==> src/rtl/btn_cmd_sched.sv <==
// btn_cmd_sched
//   Command scheduler between the debounced push buttons and the alarm-clock
//   control logic. It turns held button levels into single-cycle command
//   pulses, lets one button own the command channel at a time, and produces
//   hold-to-auto-repeat pulses (first repeat after HOLD_TICKS, then every
//   REPEAT_TICKS cycles).
//
// Ports
//   CLK100HZ    in   100 Hz system tick clock, rising edge
//   rst_n       in   asynchronous active-low reset
//   enable      in   low forces the scheduler idle with no commands
//   btn_in      in   N_BTN debounced button levels, active high
//   cmd_valid   out  single-cycle command strobe
//   cmd_id      out  index of the owning button (valid with cmd_valid)
//   cmd_repeat  out  0 = initial press, 1 = auto-repeat
//   busy        out  high while a button owns the channel
//   long_press  out  only with BTN_LONG_PRESS_EN defined: one-cycle pulse
//                    coincident with the first repeat pulse of a hold
//
// Optional feature macro: BTN_LONG_PRESS_EN
module btn_cmd_sched #(
  parameter int N_BTN        = 4,
  parameter int ID_W         = 2,
  parameter int HOLD_TICKS   = 100,
  parameter int REPEAT_TICKS = 20,
  parameter int CNT_W        = 8
) (
  input  logic             CLK100HZ,
  input  logic             rst_n,
  input  logic             enable,
  input  logic [N_BTN-1:0] btn_in,
  output logic             cmd_valid,
  output logic [ID_W-1:0]  cmd_id,
  output logic             cmd_repeat,
  output logic             busy
`ifdef BTN_LONG_PRESS_EN
  ,
  output logic             long_press
`endif
);

  typedef enum logic [1:0] {IDLE, HOLD, REPEAT} state_t;

  localparam logic [CNT_W-1:0] HOLD_LAST   = CNT_W'(HOLD_TICKS - 1);
  localparam logic [CNT_W-1:0] REPEAT_LAST = CNT_W'(REPEAT_TICKS - 1);

  state_t            state, state_nx;
  logic [ID_W-1:0]   owner, owner_nx;
  logic [CNT_W-1:0]  cnt, cnt_nx;
  logic [N_BTN-1:0]  prev;
  logic [N_BTN-1:0]  rise;
  logic [ID_W-1:0]   first_idx;
  logic              owner_held;
  logic              fire, fire_repeat, first_repeat;
  logic              valid_nx, repeat_nx;
  logic [ID_W-1:0]   id_nx;
  logic              long_nx;

  assign rise       = btn_in & ~prev;
  assign owner_held = btn_in[owner];

  // Lowest set index of rise wins; scanning downwards lets the lowest overwrite.
  always_comb begin
    first_idx = '0;
    for (int i = N_BTN - 1; i >= 0; i--) begin
      if (rise[i]) first_idx = ID_W'(i);
    end
  end

  // State register plus registered outputs. prev resets to all ones so that a
  // button already held when reset releases needs a fresh press to fire.
  always_ff @(posedge CLK100HZ or negedge rst_n) begin
    if (!rst_n) begin
      state      <= IDLE;
      owner      <= '0;
      cnt        <= '0;
      prev       <= '1;
      cmd_valid  <= 1'b0;
      cmd_id     <= '0;
      cmd_repeat <= 1'b0;
      busy       <= 1'b0;
`ifdef BTN_LONG_PRESS_EN
      long_press <= 1'b0;
`endif
    end else begin
      state      <= state_nx;
      owner      <= owner_nx;
      cnt        <= cnt_nx;
      prev       <= btn_in;
      cmd_valid  <= valid_nx;
      cmd_id     <= id_nx;
      cmd_repeat <= repeat_nx;
      busy       <= (state_nx != IDLE);
`ifdef BTN_LONG_PRESS_EN
      long_press <= long_nx;
`endif
    end
  end

  // Next-state logic. Release is tested before the counter terminal count so
  // a release on the firing edge suppresses the pulse.
  always_comb begin
    state_nx     = state;
    owner_nx     = owner;
    cnt_nx       = cnt;
    fire         = 1'b0;
    fire_repeat  = 1'b0;
    first_repeat = 1'b0;
    if (!enable) begin
      state_nx = IDLE;
      cnt_nx   = '0;
    end else begin
      case (state)
        IDLE: begin
          if (rise != '0) begin
            owner_nx = first_idx;
            cnt_nx   = '0;
            state_nx = HOLD;
            fire     = 1'b1;
          end
        end
        HOLD: begin
          if (!owner_held) begin
            state_nx = IDLE;
            cnt_nx   = '0;
          end else if (cnt == HOLD_LAST) begin
            fire         = 1'b1;
            fire_repeat  = 1'b1;
            first_repeat = 1'b1;
            cnt_nx       = '0;
            state_nx     = REPEAT;
          end else begin
            cnt_nx = cnt + 1'b1;
          end
        end
        REPEAT: begin
          if (!owner_held) begin
            state_nx = IDLE;
            cnt_nx   = '0;
          end else if (cnt == REPEAT_LAST) begin
            fire        = 1'b1;
            fire_repeat = 1'b1;
            cnt_nx      = '0;
          end else begin
            cnt_nx = cnt + 1'b1;
          end
        end
        default: begin
          state_nx = IDLE;
          cnt_nx   = '0;
        end
      endcase
    end
  end

  // Next output values; cmd_id and cmd_repeat hold between pulses.
  always_comb begin
    valid_nx  = fire;
    id_nx     = fire ? owner_nx : cmd_id;
    repeat_nx = fire ? fire_repeat : cmd_repeat;
    long_nx   = first_repeat;
  end

`ifndef BTN_LONG_PRESS_EN
  logic unused_long;
  assign unused_long = long_nx;
`endif

endmodule

==> config.mk <==
export PLATFORM = sky130hd
export DESIGN_NAME = btn_cmd_sched
export DESIGN_NICKNAME = d
export VERILOG_FILES = /design/src/rtl/btn_cmd_sched.sv
export SDC_FILE = /design/constraint.sdc
export NUM_CORES = 1
export LEC_CHECK = 0
export CAP_MARGIN = 20
export CORE_ASPECT_RATIO = 1.1
export CORE_MARGIN = 1.5
export CORE_UTILIZATION = 36
export CTS_BUF_LIST = sky130_fd_sc_hd__clkbuf_8
export DETAILED_ROUTE_END_ITERATION = 6
export DONT_BUFFER_PORTS = 1
export GPL_ROUTABILITY_DRIVEN = 0
export PLACE_DENSITY = 0.53
export SLEW_MARGIN = 20
export SYNTH_ARGS = -nofsm -noshare
export SYNTH_HDL_FRONTEND = slang
export SYNTH_SLANG_ARGS = --single-unit
==> constraint.sdc <==
create_clock -name CLK100HZ -period 2.4 [get_ports CLK100HZ]
set_input_delay 0.48 -clock CLK100HZ [delete_from_list [all_inputs] [get_ports CLK100HZ]]
set_output_delay 0.48 -clock CLK100HZ [all_outputs]
set_load 0.1 [all_outputs]
==> results of run 1 <==
## cells in the mapped netlist, drive strengths merged
master,count,share of area [%]
a2111oi,1,1.3
a21boi,1,0.64
a21o,1,0.75
a21oi,5,2.1
a22o,1,0.75
a31oi,1,0.54
a32o,1,0.86
and3,2,1.1
and3b,1,0.75
buf,1,0.43
dfrtp,17,36
dfstp,4,9.0
ha,5,5.4
inv,6,1.9
mux2,2,1.9
mux4,1,1.9
nand2,10,3.4
nand2b,7,3.8
nand3,9,3.9
nand4,2,2.4
nand4b,1,2.0
nor2,10,3.9
nor3,1,0.43
nor4b,2,2.0
nor4bb,1,0.86
o211ai,1,0.64
o21a,1,0.64
o21ai,8,3.8
o22ai,2,1.1
o311ai,2,2.8
o31ai,2,1.3
o41ai,1,0.75
or2,1,0.54
## registers in the layout, indices dropped and copies added, names as in the netlist
signal / flops
cmd_repeat: 1
cmd_id: 2
owner: 2
cnt: 8
state: 2
cmd_valid: 1
prev: 4
busy: 1
## layout make-up
| type | count | share of cell area (%) |
|---|---|---|
| Tap cell | 34 | 3.31 |
| Timing Repair Buffer | 4 | 2.53 |
| Inverter | 6 | 1.75 |
| Clock inverter | 1 | 0.584 |
| Sequential cell | 21 | 41.3 |
| Multi-Input combinational cell | 83 | 47.3 |
| Clock buffer | 3 | 3.21 |
## cells by family after synthesis
family,share of synthesized area [%]
buf+inv,2.36
simple gates,25.0
flops,45.5
compound gates,17.9
fa+ha+maj,5.36
mux,3.86
## through the flow
step           area [um2]  hold slack (ns)  cells
6_report             1280           0.0452    152
5_1_grt              1280           0.0266    152
4_1_cts              1280           0.0373    152
3_5_place_dp         1230            0.185    147
3_3_place_gp         1230            0.185    147
2_1_floorplan        1170            0.184    111
## metal layers
| layer | share of wire, % | global-route usage [%] | up-vias | routed length, um |
|---|---|---|---|---|
| met4 | 2.0 | 6.98 | 0 | 44 |
| met5 | 0 | 0 | - | 0 |
| met2 | 43 | 19.0 | 10 | 947 |
| li1 | - | - | 422 | - |
| met1 | 52 | 19.9 | 396 | 1150 |
| met3 | 2.7 | 2.48 | 5 | 60 |
## path summary, 6_finish.rpt
| kind | to | depth (start not counted) | startpoint | slack [ns] |
|---|---|---|---|---|
| setup / recovery | cmd_id[0] | 5 | cnt[0] | 0.50 |
| hold / removal | prev[3] | 0 | rst_n | 0.05 |
| setup reg to reg | cmd_id[0] | 5 | cnt[0] | 0.50 |
| hold reg to reg | owner[0] | 1 | owner[0] | 0.54 |
| max in group asynchronous | busy | 1 | rst_n | 1.19 |
| min in group CLK100HZ | prev[3] | 0 | btn_in[3] | 0.20 |
## power by group through the flow
stage / sequential, uW / clock (uW) / combinational [uW]
after floorplan: 557 / 0 / 102
after global placement: 528 / 0 / 163
after detailed placement: 528 / 0 / 163
after CTS: 521 / 251 / 171
after global routing: 526 / 263 / 183
final: 520 / 241 / 168
==> impl_metrics.tcl, run 1 <==
set metrics [dict create \
    cts_resized 0 \
    timing.clock.skew_ns 0.00405 \
    site_row_count 21 \
    dp_worst_setup_slack_ns 0.518 \
    initial_core_util_pct 37.9 \
    synth_seq_area_share_pct 45.5 \
    setup_viol 0 \
    crit_family "simple AND/OR/NAND/NOR gates" \
    sequentialPowerShare_pct 55.9 \
    syn-cell-area_mm2 0.00117 \
    timing.final.crit_share_pct 79.2 \
    worst-path-buf-inv 0 \
    drc 0 \
    floorplan.die.width_um 57.3 \
    grt_remaining_overflow 0 \
    grt_first_pass_wirelength_um 3760 \
    vias_in_the_first_global_route 811 \
    finalWirelength_um 2200 \
    timing.critical_path.from_type "register" \
    num_vias 833 \
    post-cts-setup-buffers 0 \
    layout_min_cycle_time_ns 1.90 \
    ctsRootBufferMaster "clkbuf_8" \
    worst_path_largest_cell_delay_ns 0.42 \
    via_per_inst 5.48 \
    grtUsageTotal_pct 13.6 \
    clock_sink_count 21 \
    multiInputGateArea_um2 608 \
    layout_cells_sized_above_1_pct 20.3 \
    tritoncts "done" \
    final.fill_count 294 \
    outcome "finished clean" \
    timing.max_cap.violations 0 \
    share_comb_of_total_power_pct 18.1 \
    postCtsHoldBufs 1 \
    worst_ep_required_time_ns 2.56 \
    placement.io_buffers 0 \
    antenna_violating_nets_post_route 0 \
    clkTransAtPathRegs_ns 0.08 \
    setup-tns-final_ns 0 \
    critical_path_class "register to register" \
    yosys.cell_types.count 39 \
    standby_leakage_power_uw 0.000542 \
    path_cells "ha_1 > nor4b_2 > nand4_1 > nand2_2 > mux2_2" \
    clock_path_buffers 2 \
    critPathSlowestCell "dfrtp_1" \
    slew_viol_final 0 \
    layout.cells.most_common "dfrtp_1" \
    end_kind "register" \
    timing.critical_path.fanout_max 5 \
    register_area_um2 531 \
    grt_start_max_net_pins 18 \
    synth_cells 111 \
    finish.net_count 131 \
    switching_share_pct 39.0 \
    clk-insertion-delay-late_ns 0.27 \
    core_area_mm2 0.00307 \
    hold_crit_class "primary input to asynchronous set/reset pin" \
    htree_levels 1 \
    worst_pin_slew_ns 0.898 \
    area_growth_pct 10.2 \
    final.setup.worst_slack_ns 0.499 \
    net-switching-power_uw 363 \
    ports_placed_on_the_boundary 12 \
    wire_per_inst_um 14.5 \
    design_power_total_uw 930 \
    firstDrtPassIters 4 \
    commonest_cells_after_routing_fill_and_taps_aside "dfrtp_1, nand3_1, nor2_1, nand2_1, nand2b_1" \
    vdd_ir_drop_max_v 0.000686 \
    fin_util_pct 41.8 \
    detail_route.iter0.violations 24 \
    share_clk_of_total_power_pct 25.9 \
    cts_made_buffers 3 \
    n_antenna_cell 0 \
    relSlewSlack_pct 40.2 \
    mappedNetlistNets 123 \
    worst_endpoint_data_arrival_time_ns 2.06 \
    number_of_antenna_violations_at_the_first_check_in_global_routing 0 \
    rsz0062_at_grt "no" \
    yosys_warnings 0 \
    p_per_area_mw_per_mm2 724 \
    post_synth.cell_area_avg_um2 10.5 \
    final-hold-violation-count 0 \
    floorplan.die.height_um 62.7 \
    ys_seq_elements 21 \
    die_area_mm2 0.00359 \
    internal_power_uw 567 \
    timing.fmax_ghz 0.526 \
]
Note: power is estimated with default switching activity, not from simulation.
==> run 2, diff against run 1 <==
PLACE_DENSITY = 0.55   (was 0.53)
clock period = 1.74 ns   (was 2.4 ns; I/O delays follow)
==> impl_metrics.tcl, run 2 (same netlist as run 1, synthesis figures left out) <==
set metrics [dict create \
    htree_levels 1 \
    clock_path_buffers 2 \
    wire_per_inst_um 15.2 \
    grt_first_pass_wirelength_um 4250 \
    relSlewSlack_pct 38.6 \
    grt_remaining_overflow 0 \
    timing.fmax_ghz 0.582 \
    initial_core_util_pct 37.9 \
    grt_start_max_net_pins 22 \
    timing.clock.skew_ns 0.00636 \
    n_antenna_cell 0 \
    fin_util_pct 48.1 \
    via_per_inst 5.55 \
    timing.critical_path.fanout_max 4 \
    grtUsageTotal_pct 15.0 \
    timing.hold.worst_endpoint "prev[2]" \
    timing.critical_path.from_type "register" \
    detailedPlacementHpwl_um 1840 \
    wl_met1_um 1140 \
    clock_sink_count 21 \
    tritoncts "done" \
    met3WireLength_um 59 \
    area_growth_pct 26.7 \
    number_of_antenna_violations_at_the_first_check_in_global_routing 0 \
    placement.io_buffers 0 \
    detail_route.iter0.violations 20 \
    floorplan.die.width_um 57.3 \
    critPathSlowestCell "dfrtp_1" \
    final-hold-violation-count 0 \
    min_path_cells 0 \
    final_design_area_no_fill_mm2 0.00148 \
    end_kind "register" \
    outcome "finished clean" \
    max_ffs_per_register 8 \
    layout_min_cycle_time_ns 1.72 \
    regs_by_ff_count "cnt (8), prev (4)" \
    worstReg2RegStart "cnt[0]" \
    num_vias 932 \
    max_flop_register "cnt" \
    clk-insertion-delay-late_ns 0.26 \
    vias_in_the_first_global_route 999 \
    slew_viol_final 0 \
    finalWirelength_um 2560 \
    timing.final.crit_share_pct 98.7 \
    worstHoldStart "btn_in[2]" \
    hold_crit_class "primary input to register" \
    die_area_mm2 0.00359 \
    drc 0 \
    flop2flop_setup_slack_ns 0.02 \
    cts_made_buffers 3 \
    p_per_area_mw_per_mm2 904 \
    worstRegToRegCells 5 \
    commonest_cells_after_routing_fill_and_taps_aside "buf_4, dfrtp_1, nand3_1, nor2_1, nand2_1" \
    worst_endpoint_data_arrival_time_ns 1.86 \
    wl_met2_um 1340 \
    antenna_violating_nets_post_route 0 \
    placed_area_mm2 0.00132 \
    ctsRootBufferMaster "clkbuf_8" \
    standby_leakage_power_uw 0.000639 \
    timing.max_cap.violations 0 \
    routed.top_layer "met4" \
    rsz0062_at_grt "yes" \
    path_cells "ha_2 > nor4b_4 > nand4_1 > nand2_2 > mux2_4" \
    worst_r2r_endpoint "cmd_id[0]" \
    ports_placed_on_the_boundary 12 \
    clkTransAtPathRegs_ns 0.07 \
    firstDrtPassIters 4 \
    layout.cells.most_common "buf_4" \
    worst_ep_required_time_ns 1.88 \
    critical_path_class "register to register" \
    setup_viol 0 \
    core_area_mm2 0.00307 \
    finish.net_count 147 \
    layout_cells_sized_above_1_pct 35.8 \
    floorplan.die.height_um 62.7 \
    site_row_count 21 \
    worst_pin_slew_ns 0.917 \
    vdd_ir_drop_max_v 0.00113 \
    worst_path_largest_cell_delay_ns 0.40 \
]
run 2: changes by cell type in the layout (fill, tap and decap cells not counted), sizes merged:
cell / change
clkinv: +1
clkinvlp: -1
buf: +16
run 2: timing repair:
action / in CTS / in global routing
buffers inserted: 0 / 4
pin swaps: 1 / 6
hold endpoints to repair: 21 / 0
resized for setup: 1 / 14
endpoints found under the setup margin: 7 / 11
hold buffers: 1 / 0
run 2: where the power goes:
| part | internal (uW) | switching [uW] | leakage (uW) | total (uW) |
|---|---|---|---|---|
| Sequential | 535 | 182 | 0.000269 | 717 |
| Clock | 159 | 159 | 0.0000255 | 318 |
| Combinational | 129 | 172 | 0.000344 | 301 |
run 2: cell type report:
cell class,instances,area [um2]
clock inverters,1,5.00
repair buffers,20,153
multi-input cells,83,683
clock buffers,3,41.3
well taps,34,42.5
inverters,6,22.5
fillers,277,1600
flip-flops and latches,21,531
run 2: per-layer routing:
layer | vias to the layer above | global-route usage [%]
met5 | - | 0
met4 | 0 | 4.07
met3 | 2 | 3.52
met2 | 9 | 26.7
met1 | 467 | 17.8
li1 | 454 | -
run 2: worst max path at each step:
stage	cells past startpoint	endpoint	slack (ns)	start
4_1_cts	5	cmd_id[0]	0.0006	cnt[0]
6_report	5	cmd_id[0]	0.02	cnt[0]
3_5_place_dp	5	cmd_id[0]	-0.10	cnt[0]
2_1_floorplan	5	cmd_id[0]	0.11	cnt[0]
5_1_grt	5	cmd_id[1]	-0.09	cnt[0]
3_3_place_gp	5	cmd_id[1]	-0.11	cnt[0]
run 2: critical path, delay by kind of cell (launching register included):
family | cells | cell delay, ns
flops | 1 | 0.40
mux | 1 | 0.30
simple gates | 3 | 0.69
fa+ha+maj | 1 | 0.21
run 2: stage by stage:
step	hold slack, ns	TNS [ns]	total power (uW)	std cells	worst slack [ns]
3_5_place_dp	0.0535	-0.195	969	159	-0.102
3_3_place_gp	0.0531	-0.240	967	159	-0.108
6_report	0.0849	0	1340	168	0.0222
5_1_grt	0.0692	-0.204	1390	168	-0.0857
2_1_floorplan	0.0524	0	909	111	0.109
4_1_cts	0.0778	0	1300	164	0.000581
